File: config.mk
export PLATFORM = sky130hd
export DESIGN_NAME = id_ex_stage
export DESIGN_NICKNAME = d
export VERILOG_FILES = /design/src/rtl/mips_pkg.sv /design/src/rtl/fwd_unit.sv /design/src/rtl/id_ex_stage.sv
export SDC_FILE = /design/constraint.sdc
export NUM_CORES = 1
export LEC_CHECK = 0
export CAP_MARGIN = 15
export CELL_PAD_IN_SITES_DETAIL_PLACEMENT = 1
export CELL_PAD_IN_SITES_GLOBAL_PLACEMENT = 2
export CORE_MARGIN = 4
export CORE_UTILIZATION = 36
export CTS_CLUSTER_DIAMETER = 200
export DETAILED_ROUTE_END_ITERATION = 12
export DONT_BUFFER_PORTS = 1
export MAX_ROUTING_LAYER = met4
export PLACE_DENSITY = 0.93
export SLEW_MARGIN = 10
export SYNTH_ARGS = -nofsm -noshare
export SYNTH_HDL_FRONTEND = slang
export SYNTH_HIERARCHICAL = 1
export SYNTH_SLANG_ARGS = --single-unit
File: constraint.sdc
create_clock -name clk -period 16.2 [get_ports clk]
set_input_delay 4.86 -clock clk [delete_from_list [all_inputs] [get_ports clk]]
set_output_delay 4.86 -clock clk [all_outputs]
set_load 0.005 [all_outputs]
File: src/rtl/mips_pkg.sv
// Shared MIPS pipeline definitions: ALU control codes, forwarding selects,
// the ID/EX register layout and the forwarding-match helpers.
package mips_pkg;

    localparam int XLEN  = 32;
    localparam int REG_W = 5;
    localparam int ALU_W = 4;

    // ALU control line values driven onto gin.
    typedef enum logic [ALU_W-1:0] {
        ALU_AND    = 4'b0000,
        ALU_OR     = 4'b0001,
        ALU_ADD    = 4'b0010,
        ALU_SUB    = 4'b0110,
        ALU_SLT    = 4'b0111,
        ALU_BNE    = 4'b1000,
        ALU_BCMP_C = 4'b1001,
        ALU_BCMP_B = 4'b1011,
        ALU_NOR    = 4'b1100,
        ALU_BCMP_A = 4'b1101,
        ALU_BCMP_D = 4'b1110,
        ALU_PASS_A = 4'b1111
    } alu_ctl_e;

    // Where an EX operand comes from.
    typedef enum logic [1:0] {
        FWD_REG = 2'b00,
        FWD_EXM = 2'b01,
        FWD_MWB = 2'b10
    } fwd_sel_e;

    typedef struct packed {
        logic alusrc;
        logic regdst;
        logic regwrite;
        logic memread;
        logic memwrite;
        logic memtoreg;
        logic branch;
    } ctrl_t;

    typedef struct packed {
        logic             valid;
        logic [REG_W-1:0] rs;
        logic [REG_W-1:0] rt;
        logic [REG_W-1:0] rd;
        logic [XLEN-1:0]  rs_val;
        logic [XLEN-1:0]  rt_val;
        logic [XLEN-1:0]  imm;
        logic [ALU_W-1:0] gin;
        ctrl_t            ctrl;
    } id_ex_t;

    // A bubble is an all-zero register set: not valid, no side effects.
    localparam id_ex_t ID_EX_BUBBLE = '0;

    // A later stage supplies a register only if it writes it and it is not $0.
    function automatic logic fwd_hit(
        input logic             regwrite,
        input logic [REG_W-1:0] rd,
        input logic [REG_W-1:0] src
    );
        return regwrite && (rd != '0) && (rd == src);
    endfunction

    // EX/MEM is younger than MEM/WB, so it wins when both match.
    function automatic fwd_sel_e fwd_select(
        input logic             exm_regwrite,
        input logic [REG_W-1:0] exm_rd,
        input logic             mwb_regwrite,
        input logic [REG_W-1:0] mwb_rd,
        input logic [REG_W-1:0] src
    );
        fwd_sel_e sel;
        sel = FWD_REG;
        if (fwd_hit(exm_regwrite, exm_rd, src)) begin
            sel = FWD_EXM;
        end else if (fwd_hit(mwb_regwrite, mwb_rd, src)) begin
            sel = FWD_MWB;
        end
        return sel;
    endfunction

endpackage

File: src/rtl/fwd_unit.sv
// Forwarding unit: picks the source of each EX operand from the two
// EX-stage source register IDs and the write ports of EX/MEM and MEM/WB.
module fwd_unit
    import mips_pkg::*;
(
    input  logic [REG_W-1:0] ex_rs_i,
    input  logic [REG_W-1:0] ex_rt_i,
    input  logic             exm_regwrite_i,
    input  logic [REG_W-1:0] exm_rd_i,
    input  logic             mwb_regwrite_i,
    input  logic [REG_W-1:0] mwb_rd_i,
    output fwd_sel_e         fwd_a_o,
    output fwd_sel_e         fwd_b_o
);

    // Operand A source select.
    always_comb begin
        fwd_a_o = FWD_REG;
        fwd_a_o = fwd_select(exm_regwrite_i, exm_rd_i,
                             mwb_regwrite_i, mwb_rd_i, ex_rs_i);
    end

    // Operand B source select.
    always_comb begin
        fwd_b_o = FWD_REG;
        fwd_b_o = fwd_select(exm_regwrite_i, exm_rd_i,
                             mwb_regwrite_i, mwb_rd_i, ex_rt_i);
    end

endmodule

File: src/rtl/id_ex_stage.sv
// ID/EX pipeline register with load-use hazard detection, flush handling
// and operand forwarding into the ALU.
//
// Handshake: ID offers an instruction with id_valid=1. The instruction is
// accepted on a clk edge where id_valid=1, stall=0 and flush=0. While
// stall=1, ID must hold the same instruction and re-present it; a bubble
// enters EX instead. flush=1 discards the offered instruction that cycle.
module id_ex_stage
    import mips_pkg::*;
(
    input  logic             clk,
    input  logic             reset,

    input  logic             id_valid,
    input  logic [REG_W-1:0] id_rs,
    input  logic [REG_W-1:0] id_rt,
    input  logic [REG_W-1:0] id_rd,
    input  logic [XLEN-1:0]  id_rs_val,
    input  logic [XLEN-1:0]  id_rt_val,
    input  logic [XLEN-1:0]  id_imm,
    input  logic [ALU_W-1:0] id_gin,
    input  logic             id_alusrc,
    input  logic             id_regdst,
    input  logic             id_regwrite,
    input  logic             id_memread,
    input  logic             id_memwrite,
    input  logic             id_memtoreg,
    input  logic             id_branch,

    input  logic             flush,
    input  logic             exm_regwrite,
    input  logic [REG_W-1:0] exm_rd,
    input  logic [XLEN-1:0]  exm_result,
    input  logic             mwb_regwrite,
    input  logic [REG_W-1:0] mwb_rd,
    input  logic [XLEN-1:0]  mwb_result,

    output logic             stall,
    output logic [XLEN-1:0]  alu_a,
    output logic [XLEN-1:0]  alu_b,
    output logic [ALU_W-1:0] alu_gin,
    output logic [XLEN-1:0]  store_data,
    output logic [REG_W-1:0] ex_wr_rd,
    output logic             ex_valid,
    output logic             ex_regwrite,
    output logic             ex_memread,
    output logic             ex_memwrite,
    output logic             ex_memtoreg,
    output logic             ex_branch
);

    id_ex_t   ex_q;
    id_ex_t   ex_d;
    id_ex_t   id_pkt;
    logic     load_in_ex;
    logic     rs_dep;
    logic     rt_dep;
    fwd_sel_e fwd_a_sel;
    fwd_sel_e fwd_b_sel;
    logic [XLEN-1:0] fwd_a;
    logic [XLEN-1:0] fwd_b;

    // Pack the decoded ID instruction into the register layout.
    always_comb begin
        id_pkt               = ID_EX_BUBBLE;
        id_pkt.valid         = id_valid;
        id_pkt.rs            = id_rs;
        id_pkt.rt            = id_rt;
        id_pkt.rd            = id_rd;
        id_pkt.rs_val        = id_rs_val;
        id_pkt.rt_val        = id_rt_val;
        id_pkt.imm           = id_imm;
        id_pkt.gin           = id_gin;
        id_pkt.ctrl.alusrc   = id_alusrc;
        id_pkt.ctrl.regdst   = id_regdst;
        id_pkt.ctrl.regwrite = id_regwrite;
        id_pkt.ctrl.memread  = id_memread;
        id_pkt.ctrl.memwrite = id_memwrite;
        id_pkt.ctrl.memtoreg = id_memtoreg;
        id_pkt.ctrl.branch   = id_branch;
    end

    // Load-use hazard: a load in EX whose destination the ID instruction
    // reads. rt only counts when it is a real register operand (alusrc=0)
    // or the store data of a store.
    always_comb begin
        load_in_ex = ex_q.valid && ex_q.ctrl.memread && (ex_q.rt != '0);
        rs_dep     = (ex_q.rt == id_rs);
        rt_dep     = (ex_q.rt == id_rt) && (!id_alusrc || id_memwrite);
        stall      = id_valid && load_in_ex && (rs_dep || rt_dep);
    end

    // Next register contents: flush and stall both insert a bubble.
    always_comb begin
        ex_d = id_pkt;
        if (flush || stall) begin
            ex_d = ID_EX_BUBBLE;
        end
    end

    // ID/EX register; reset clears everything and outranks flush/stall.
    always_ff @(posedge clk) begin
        if (reset) begin
            ex_q <= ID_EX_BUBBLE;
        end else begin
            ex_q <= ex_d;
        end
    end

    fwd_unit u_fwd (
        .ex_rs_i        (ex_q.rs),
        .ex_rt_i        (ex_q.rt),
        .exm_regwrite_i (exm_regwrite),
        .exm_rd_i       (exm_rd),
        .mwb_regwrite_i (mwb_regwrite),
        .mwb_rd_i       (mwb_rd),
        .fwd_a_o        (fwd_a_sel),
        .fwd_b_o        (fwd_b_sel)
    );

    // Forwarded operand values.
    always_comb begin
        fwd_a = ex_q.rs_val;
        fwd_b = ex_q.rt_val;
        unique case (fwd_a_sel)
            FWD_EXM: fwd_a = exm_result;
            FWD_MWB: fwd_a = mwb_result;
            default: fwd_a = ex_q.rs_val;
        endcase
        unique case (fwd_b_sel)
            FWD_EXM: fwd_b = exm_result;
            FWD_MWB: fwd_b = mwb_result;
            default: fwd_b = ex_q.rt_val;
        endcase
    end

    // ALU operands, store data and destination register. An empty EX slot
    // shows ADD so the ALU never sees a stale or undefined code.
    always_comb begin
        alu_a      = fwd_a;
        alu_b      = ex_q.ctrl.alusrc ? ex_q.imm : fwd_b;
        store_data = fwd_b;
        alu_gin    = ex_q.valid ? ex_q.gin : ALU_ADD;
        ex_wr_rd   = ex_q.ctrl.regdst ? ex_q.rd : ex_q.rt;
    end

    assign ex_valid    = ex_q.valid;
    assign ex_regwrite = ex_q.ctrl.regwrite;
    assign ex_memread  = ex_q.ctrl.memread;
    assign ex_memwrite = ex_q.ctrl.memwrite;
    assign ex_memtoreg = ex_q.ctrl.memtoreg;
    assign ex_branch   = ex_q.ctrl.branch;

endmodule

==> metrics <==
status=completed; initial antenna violation count=1; synth top area cells=dfxtp_1 (42%), nand2_1 (12%), a21oi_1 (11%); layout cells sized above 1=0.115; met2 usage=0.384; via count=5,363; die area=18,200 sq um; depth of the CTS H-tree=4; max-cap viol count=0; CTS Root Cell=clkbuf_16; Tot GR Track Use=0.238; fin crit period=12.77 ns; dpl hpwl=15,600 um; Core Footprint=15,800 sq um; Pleak=0.00229 uW; grt met1 use=0.269; Final Hold Fails=0; IO Count=314; GRT busiest layer=met2; syn avg cell area=7.90 sq um; clk sinks=123; Hold Path End=ex_memwrite$_SDFF_PP0_; top-area cell type share of the netlist area=0.424; Critical R2R Capture=ex_q[32]$_SDFF_PP0_; clock-pin slew on the worst setup and hold paths=0.06 ns; Final Cell Area=6430 sq um; max-slew violations=0; Crit. End Element=output port; first-pass GRT wire length=32,400 um; top-count cell post-synth=nand2_1; Die W=135 um; total gr overflow=0; CTS tree=built; CP Launch Type=primary input; pre-CTS setup slack=3.45 ns; Seq/Total Area, Yosys=0.424; r2r worst-path depth=6; Mapped Nets=941; largest net degree at the start of global routing=82; WS Path Type=in2out; Synth Flop Type=dfxtp_1; Hold Crit Start=ex_memread$_SDFF_PP0_; number of DRC markers in iteration 0=328; dpl cells=889; Final ANT Viol Nets=0; Die Y=135 um; latest clock arrival within the worst-skew pair=0.41 ns; Placer Congestion=0.902; placed inst area=5850 sq um; Port Buf Inserts=0; R2R setup slack=13.52 ns; Clock Skew=0.0142 ns; vias in the first global route=5,751; # nets final=898; TritonRoute pass-1 iters=6; async set-reset flop share out of synthesis=0; CP arrival=7.91 ns; slew margin rel.=0.225; number of synthesized flops with an enable pin=0; Worst Hold Depth=4; clock buffer count from CTS=17; fmax=78.3 MHz; R2R Path Start=ex_q[114]$_SDFF_PP0_; Yosys reg bits=123; Commonest cells post-synth=nand2_1 (190), a21oi_1 (123), dfxtp_1 (123); Post-CTS Setup Inserts=0; wire per inst=23.9 um; Mapped Cells=735; met3 usage=0.0756; Pwr per Cell Area=116 nW/um^2; top fanout value on the critical path=64; Max IR drop VDD=0.0000617 V; Syn-to-layout area delta=10.7%; final wirelength=22,100 um; Worst EP required=11.34 ns; Setup TNS=0 ns; Final period util=0.788; synthesized cell area=5810 sq um; Synth warnings=6; fillers=1,902; hold slack=1.07 ns; CTS resizes=0; final setup vio count=0; actual slew at the worst max-slew pin=1.16 ns; Residual DRC=0; Synth cell types=27; class of the worst hold path=reg2reg; non-filler instance count after layout=922; CTS Buffer Depth=2; Initial Util=0.367; top cell type by total area after synthesis=dfxtp_1; cts hold-fix bufs=0; via/cell ratio=5.82; RSZ-0062 raised after global routing=false; num rows=46; final setup margin=3.43 ns
==> power breakdown <==
part | leakage (uW) | switching, uW | internal, uW | total, uW
clock network | 0.000278 | 151 | 218 | 369
registers | 0.00101 | 7.12 | 315 | 322
logic | 0.00100 | 34.9 | 20.6 | 55.5
total | 0.00229 | 193 | 553 | 746
==> kinds of logic after synthesis <==
| family | count (synthesis) | synth area share |
|---|---|---|
| mux | 37 | 0.0717 |
| xor+xnor | 30 | 0.0452 |
| fa+ha+maj | 4 | 0.00862 |
| buf+inv | 74 | 0.0560 |
| compound gates | 255 | 0.250 |
| simple gates | 212 | 0.145 |
| flops | 123 | 0.424 |
==> layout by cell type, fill, tap and decap left out, types with 2 or more instances in the layout <==
| cell type | instances |
|---|---|
| a21oi_1 | 123 |
| a22oi_1 | 64 |
| and2_1 | 4 |
| buf_4 | 7 |
| clkbuf_16 | 17 |
| clkinv_2 | 2 |
| clkinv_4 | 3 |
| clkinvlp_4 | 2 |
| dfxtp_1 | 122 |
| ha_1 | 2 |
| ha_2 | 2 |
| inv_1 | 5 |
| inv_6 | 6 |
| mux2_1 | 2 |
| mux2_2 | 35 |
| nand2_1 | 190 |
| nand3_1 | 4 |
| nand4_1 | 3 |
| nor2_1 | 2 |
| nor4_1 | 4 |
| o21ai_0 | 64 |
| or4_1 | 2 |
| xnor2_1 | 26 |
| xor2_1 | 4 |
==> stage by stage <==
step,utilization,power [uW]
after floorplan,-,370
after global placement,0.370,382
after detailed placement,0.370,384
after CTS,0.406,755
after global routing,0.406,777
final,0.406,746
==> worst max-delay path, stage by stage <==
cell and delay (ns):
or4_1 0.55, o21ai_2 0.15, nor4_1 0.11, nor4_1 0.39
ha_2 0.92, o21ai_0 0.48, mux2_2 0.40
==> worst max-delay path by stage <==
stage                   start        end  slack, ns  cells past startpoint
global route        exm_rd[1]   alu_b[7]       3.17                      7
floorplan           exm_rd[1]  alu_b[15]       4.28                     10
detailed placement  exm_rd[1]  alu_b[10]       3.45                      7
global placement    exm_rd[1]  alu_b[10]       3.51                      7
finish              exm_rd[1]  alu_b[10]       3.43                      7
CTS                 exm_rd[1]  alu_b[10]       3.46                      7
==> area by class of cell <==
class                   instances  area (sq um)  area share
multi-input cells             538          3050       0.474
diodes                          1          2.50    0.000389
clock buffers                  18           439      0.0683
well taps                     216           270      0.0420
repair buffers                  7          52.6     0.00817
clock inverters                14           134      0.0208
inverters                       5          18.8     0.00292
flip-flops and latches        123          2460       0.383
==> flip-flops by register name, indices dropped and copies added, names as in the netlist <==
register / flops
ex_q: 117
ex_branch: 1
ex_memread: 1
ex_memtoreg: 1
ex_memwrite: 1
ex_regwrite: 1
ex_valid: 1
==> routing by layer <==
metal | up-vias | wire length, um
met1 | 2585 | 8800
met2 | 267 | 10600
met4 | 0 | 791
met5 | - | 0
li1 | 2455 | -
met3 | 56 | 1850
(Power assumes the default switching activity.)
